File: src/rtl/cursor_stepper.sv
// rtl/cursor_stepper.sv - held direction buttons to saturating cursor X/Y with hold-delay auto-repeat
module cursor_stepper #(
    parameter int W             = 10,
    parameter int X_MAX         = 639,
    parameter int Y_MAX         = 479,
    parameter int CW            = 8,
    parameter int REPEAT_DELAY  = 16,
    parameter int REPEAT_PERIOD = 4
) (
    input  logic         clk,
    input  logic         rst,
    input  logic         tick,
    input  logic [3:0]   btn,
    input  logic         clear,
    output logic [W-1:0] x,
    output logic [W-1:0] y,
    output logic         moved
);

    localparam logic [1:0] S_IDLE   = 2'd0;
    localparam logic [1:0] S_DELAY  = 2'd1;
    localparam logic [1:0] S_REPEAT = 2'd2;

    localparam logic [W-1:0]  X_CTR   = W'(X_MAX / 2);
    localparam logic [W-1:0]  Y_CTR   = W'(Y_MAX / 2);
    localparam logic [W-1:0]  X_LIM   = W'(X_MAX);
    localparam logic [W-1:0]  Y_LIM   = W'(Y_MAX);
    localparam logic [CW-1:0] DLY_END = CW'(REPEAT_DELAY - 1);
    localparam logic [CW-1:0] PER_END = CW'(REPEAT_PERIOD - 1);

    logic [3:0]    btn_m_q, btn_s_q;
    logic [3:0]    pat_q, pat_d;
    logic [1:0]    state_q, state_d;
    logic [CW-1:0] cnt_q, cnt_d;
    logic [W-1:0]  x_q, x_d, y_q, y_d;
    logic          moved_q, moved_d;
    logic          step;

    // btn_s bits: {up, down, left, right}
    logic b_up, b_down, b_left, b_right;
    assign b_up    = btn_s_q[3];
    assign b_down  = btn_s_q[2];
    assign b_left  = btn_s_q[1];
    assign b_right = btn_s_q[0];

    always_comb begin
        state_d = state_q;
        cnt_d   = cnt_q;
        pat_d   = pat_q;
        step    = 1'b0;
        // Release or a changed pattern drops back to IDLE before any tick is honoured
        if (btn_s_q == 4'd0) begin
            state_d = S_IDLE;
            cnt_d   = '0;
        end else begin
            case (state_q)
                S_IDLE: begin
                    if (tick) begin
                        step    = 1'b1;
                        state_d = S_DELAY;
                        cnt_d   = '0;
                        pat_d   = btn_s_q;
                    end
                end
                S_DELAY: begin
                    if (btn_s_q != pat_q) begin
                        state_d = S_IDLE;
                        cnt_d   = '0;
                    end else if (tick) begin
                        if (cnt_q == DLY_END) begin
                            step    = 1'b1;
                            state_d = S_REPEAT;
                            cnt_d   = '0;
                        end else begin
                            cnt_d = cnt_q + CW'(1);
                        end
                    end
                end
                S_REPEAT: begin
                    if (btn_s_q != pat_q) begin
                        state_d = S_IDLE;
                        cnt_d   = '0;
                    end else if (tick) begin
                        if (cnt_q == PER_END) begin
                            step  = 1'b1;
                            cnt_d = '0;
                        end else begin
                            cnt_d = cnt_q + CW'(1);
                        end
                    end
                end
                default: begin
                    state_d = S_IDLE;
                    cnt_d   = '0;
                end
            endcase
        end

        x_d = x_q;
        y_d = y_q;
        if (step) begin
            if (b_right && !b_left && x_q != X_LIM) x_d = x_q + W'(1);
            if (b_left && !b_right && x_q != '0)    x_d = x_q - W'(1);
            if (b_down && !b_up && y_q != Y_LIM)    y_d = y_q + W'(1);
            if (b_up && !b_down && y_q != '0)       y_d = y_q - W'(1);
        end
        moved_d = (x_d != x_q) || (y_d != y_q);

        if (clear) begin
            x_d     = X_CTR;
            y_d     = Y_CTR;
            state_d = S_IDLE;
            cnt_d   = '0;
            moved_d = 1'b0;
        end
    end

    always_ff @(posedge clk) begin
        if (!rst) begin
            btn_m_q <= 4'd0;
            btn_s_q <= 4'd0;
            pat_q   <= 4'd0;
            state_q <= S_IDLE;
            cnt_q   <= '0;
            x_q     <= X_CTR;
            y_q     <= Y_CTR;
            moved_q <= 1'b0;
        end else begin
            btn_m_q <= btn;
            btn_s_q <= btn_m_q;
            pat_q   <= pat_d;
            state_q <= state_d;
            cnt_q   <= cnt_d;
            x_q     <= x_d;
            y_q     <= y_d;
            moved_q <= moved_d;
        end
    end

    assign x     = x_q;
    assign y     = y_q;
    assign moved = moved_q;

endmodule

File: config.mk
export PLATFORM = sky130hd
export DESIGN_NAME = cursor_stepper
export DESIGN_NICKNAME = d
export VERILOG_FILES = /design/src/rtl/cursor_stepper.sv
export SDC_FILE = /design/constraint.sdc
export NUM_CORES = 1
export LEC_CHECK = 0
export CAP_MARGIN = 20
export CELL_PAD_IN_SITES_DETAIL_PLACEMENT = 1
export CELL_PAD_IN_SITES_GLOBAL_PLACEMENT = 2
export CORE_MARGIN = 2
export CORE_UTILIZATION = 32
export DETAILED_ROUTE_END_ITERATION = 16
export GPL_TIMING_DRIVEN = 0
export PLACE_DENSITY = 0.88
export SLEW_MARGIN = 20
export SYNTH_ARGS = -nofsm -noshare
export SYNTH_HDL_FRONTEND = slang
export SYNTH_SLANG_ARGS = --single-unit
export TNS_END_PERCENT = 100
File: constraint.sdc
create_clock -name clk -period 2.15 [get_ports clk]
set_input_delay 0.5375 -clock clk [delete_from_list [all_inputs] [get_ports clk]]
set_output_delay 0.5375 -clock clk [all_outputs]
set_load 0.005 [all_outputs]
Word-level counts from Yosys, hierarchy flattened
Index checks and enable logic that the tools add are counted.
{"block": "word_totals", "ff_bits": 43, "elab_cells": 80, "inputBits": 8, "output_inout_bits": 21}
{"block": "op_classes", "bitwise": 2, "n_reduce_logical": 22, "eq_ne": 14, "add_sub_neg": 5, "muxes": 29}
{"operator": "10-bit two-way mux", "count": 6}
{"operator": "8-bit two-way mux", "count": 7}
{"operator": "8-bit one-hot mux with 3 select lines", "count": 1}
{"operator": "10-bit by 1-bit adder with 10-bit output, second input constant", "count": 2}
{"operator": "10-bit != test", "count": 2}
{"operator": "10-bit nonzero test", "count": 2}
{"operator": "10-bit by 1-bit subtractor with 10-bit output, second input constant", "count": 2}
{"operator": "2-bit two-way mux", "count": 5}
{"operator": "10-bit != test, second input constant", "count": 1}
{"operator": "10-bit by 9-bit != test with 1-bit output, second input constant", "count": 1}
{"operator": "3-bit != test, second input constant", "count": 3}
{"operator": "8-bit by 1-bit adder with 8-bit output, second input constant", "count": 1}
{"operator": "8-bit by 2-bit == test with 1-bit output, second input constant", "count": 1}
{"operator": "8-bit by 4-bit == test with 1-bit output, second input constant", "count": 1}
{"operator": "1-bit logical AND", "count": 8}
{"operator": "1-bit two-way mux", "count": 8}
{"operator": "2-bit one-hot mux with 3 select lines", "count": 1}
{"operator": "3-bit AND reduction", "count": 2}
{"operator": "1-bit zero test", "count": 4}
{"operator": "4-bit zero test", "count": 1}
{"operator": "2-bit != test, second input constant", "count": 2}
{"operator": "4-bit != test", "count": 1}
{"operator": "4-bit AND reduction", "count": 1}
{"operator": "1-bit one-hot mux with 3 select lines", "count": 1}
{"operator": "other kinds (7)", "count": 8}

Longest topological paths before layout
{"block": "logic_depth", "depth_word": 9, "depth_mapped": 9, "ltp_nobuf": 8}

Worst setup path before layout
OpenSTA, ideal clock, no wires.
{"block": "synth_timing", "path_type": "register to register", "startpoint": "register x_q[1], in the netlist x[1]", "endpoint": "register x_q[2], in the netlist x[2]", "synth_period_minus_slack_ns": 2.309, "arrival_time_ns": 2.178, "stages_incl_launch_ff": 10, "setup_slack_ns": -0.159, "path_cell_list": "dfxtp_1 > inv_1 > ha_1 > or4b_2 > o31a_1 > buf_6 > mux2i_1 > a2111oi_2 > xnor2_1 > nand2_1"}
{"block": "synth_via", "elab_chain_len": 5, "word_cells_on_any_way": 9}
{"item": "start: declaration", "line": "35", "rtl": "logic [W-1:0] x_q, x_d, y_q, y_d;"}
{"item": "start signal: assignment", "line": "125", "rtl": "x_q <= X_CTR;"}
{"item": "start signal: assignment", "line": "134", "rtl": "x_q <= x_d;"}
{"item": "parallel branches: the longest is 3 deep, another holds 10-bit by 1-bit adder with 10-bit output"}
{"item": "10-bit two-way mux (*)", "line": "103", "rtl": "if (b_left && !b_right && x_q != '0) x_d = x_q - W'(1);"}
{"item": "10-bit two-way mux (*)", "line": "101", "rtl": "if (step) begin"}
Every way passes the cells marked *.
A chain may end at the register's enable or synchronous reset.

Worst setup path after layout
{"block": "layout_timing", "startpoint": "register x_q[4], in the netlist x[4]", "endpoint": "register x_q[8], in the netlist x[8]"}
Same word-level chain as after synthesis.

==> metrics.txt <==
antenna violations before repair=0; area delta synth->final=35.8%; post-synth top area cell=dfxtp_1; die area=9250 um^2; main area contributors after synthesis=dfxtp_1 32%, ha_1 5.1%, xnor2_1 3.5%; CTS tree=done; Final Non-Filler Cells=466; Synth Instances=303; CP Cell Sequence=or4_4 > o31a_1 > buf_6 > buf_8 > nor2_4 > a211oi_4 > a21boi_2 > mux2i_1; Setup CP Type=flop to flop; post-synth top area share=31.7%; hold wc startpoint=btn_m_q[3]; PD cells=435 nW/um^2; startpoint type of the worst setup path=flop; crit path max fanout=7; Buffers on Ports=27; GP Congestion=0.835; Reg area=885 um^2; CTS Root Cell=clkbuf_8; Crit path arrival time=2390 ps; highest routed layer=met4; Setup Skew=4.12 ps; gr usage total=17.1%; type of the worst min-delay path=flop to flop; minimum clock period=2190 ps; Synth Cell Area=2720 um^2; Slew Limit Headroom=67.0%; Ports=29; Post-synth EDFFs=0; RSZ-0062 raised after global routing=true; crit-path leading delay family=simple AND/OR/NAND/NOR gates; worst r2r dst=x[8]; metal2 WL=4020 um; Worst EP required=2350 ps; fin nets=379; Max-Cap Viols=0; CTS buffer count=5; remaining global-route overflow=0; Bufs on Longest Clock Path=2; Post-synth ARST share=0%; hold depth=1; multi-input logic area=1910 um^2; outcome=finished, violations left; failing checks=setup timing; Hold Fails Final Rpt=0; core area=8220 um^2; most common cell in the netlist=dfxtp_1; routed wl met3=203 um; Antenna diodes=0; site row count=33; Synth top cells by count=43 x dfxtp_1, 25 x nand2_1, 21 x nor2_1; Hold Path End=btn_s_q[3]; Max Slew Vio Count=0; Hold-fix buffers, CTS=0; post-synthesis sequential area ratio=31.7%; vias in the first global route=2501; wirelength, routed=7840 um; largest net degree at the start of global routing=16; r2r setup slk=-40 ps; Yosys cell types=71; worst slack at placement=-350 ps; slowest cell delay on critical path=550 ps; final setup vio count=3; fmax=456 MHz; placed insts=435; CP endpoint kind=flop; first drt pass iteration count=4; Most used DFF post-synth=dfxtp_1; ratio of cells with drive above 1 in the final layout=28.0%; drt via density=5.40; initial core utilization=33.1%; Clock Latency Late Sink=300 ps; Yosys reg bits=43; H-tree Lvls=2; CTS Sinks=43; peak supply drop=0.205 mV; vias=2516; r2r worst-path depth=8; Setup TNS Final=-65.0 ps; Die Y-Extent=96.2 um; post-DP HPWL=5260 um; Residual DRC=0; first-pass GRT wire length=12500 um; syn_area_per_cell=8.97 um^2; buffers plus inverters on the worst setup path=2; Filler Cells Inserted=939; Yosys warnings=0; DRT met1 WL=3490 um; Synthesized Nets=322; slowest CP cell=or4_4; Slew @ Worst Pin=491 ps; Final Cycle Share=102%; leakage power=1.31 nW; antenna viol nets, final=0; Die X=96.2 um; setup slack after layout=-43.7 ps; Clock transition at path regs=90 ps; routed len/inst=16.8 um; Reg-to-Reg Start=x[4]; initial DRC count=58
[worst max path at each step]
stage,cells past startpoint,slack [ps],to,from
final,8,-40,x[8],x[4]
after global routing,7,-90,x[8],x[4]
after CTS,9,-140,x[2],x[0]
after detailed placement,9,-350,y[2],y[1]
after global placement,7,-340,x[8],x[0]
after floorplan,9,-20,x[2],x[0]
[logic make-up (layout without fill, tap and decap cells)]
| group | Yosys count | after routing | synth area share [%] |
|---|---|---|---|
| buf+inv | 27 | 85 | 5.94 |
| flops | 43 | 43 | 31.7 |
| compound gates | 67 | 67 | 21.3 |
| simple gates | 130 | 130 | 27.8 |
| xor+xnor | 21 | 21 | 6.76 |
| mux | 4 | 4 | 1.47 |
| fa+ha+maj | 11 | 11 | 5.06 |
[area by class of cell]
type                       instances  share of cell area (%)
clock buffer                       5                    1.86
inverter                          11                    1.25
sequential                        43                    24.0
clock inverter                     3                   0.644
buffer                            15                    4.03
tap                              105                    3.56
multi-input combinational        233                    51.7
timing repair buffer              51                    13.0
[report_power, final]
part | switching (W) | total (W) | internal, W
clock | 0.000327 | 0.000560 | 0.000233
combinational | 0.000123 | 0.000229 | 0.000106
sequential | 0.0000121 | 0.000816 | 0.000804
[metal layers]
metal	vias to the layer above	GRT usage [%]
met5	-	0
met4	0	3.93
met3	10	2.11
met2	41	30.6
met1	1240	21.9
li1	1225	-
[worst reg2reg max path: cells and delay by family, from the launching register on]
| kind | cells | cell delay (ps) |
|---|---|---|
| flops | 1 | 420 |
| buf+inv | 2 | 270 |
| mux | 1 | 120 |
| compound gates | 3 | 570 |
| simple gates | 2 | 710 |
[stage by stage]
| stage | cell area [um^2] | total power (W) | utilization (%) | hold slack (ps) |
|---|---|---|---|---|
| floorplan | 2720 | 0.000959 | - | 412 |
| global placement | 3130 | 0.00101 | 38.0 | 414 |
| detailed placement | 3130 | 0.00101 | 38.0 | 426 |
| CTS | 3460 | 0.00161 | 42.2 | 450 |
| global route | 3690 | 0.00168 | 44.9 | 463 |
| finish | 3690 | 0.00161 | 44.9 | 447 |
[repair_timing]
| action | in CTS | in global routing |
|---|---|---|
| endpoints found under the setup margin | 23 | 27 |
| pin swaps | 15 | 22 |
| gates cloned | 0 | 1 |
| buffers inserted | 13 | 10 |
| gates resized for setup | 33 | 34 |
[sequential cells by signal, indices dropped and copies added, names as in the netlist]
register / count
btn_m_q: 4
y: 10
state_q: 2
x: 10
pat_q: 4
btn_s_q: 4
moved: 1
cnt_q: 8
[cells in the final DEF (no fill, tap or decap), types with 3 or more instances in the layout]
cell              n
a211oi_1          3
a21o_1            4
a21oi_1           7
a21oi_2           3
a221oi_2          5
a311oi_1          3
a32oi_1           4
and2_1           11
and3_1            5
buf_4            22
buf_6             5
buf_8             4
clkbuf_1          3
clkbuf_8          6
clkdlybuf4s50_1  27
dfxtp_1          34
dfxtp_2           4
dfxtp_4           5
ha_1              8
inv_1             9
mux2i_1           3
nand2_1          24
nand2b_1          4
nand3_1          11
nand3b_1          6
nand4_1           6
nor2_1           19
nor2b_1           5
nor3_1            4
nor4_1            3
o21ai_0           9
xnor2_1          11
xor2_1           10
Power figures use the tool's default switching activity.
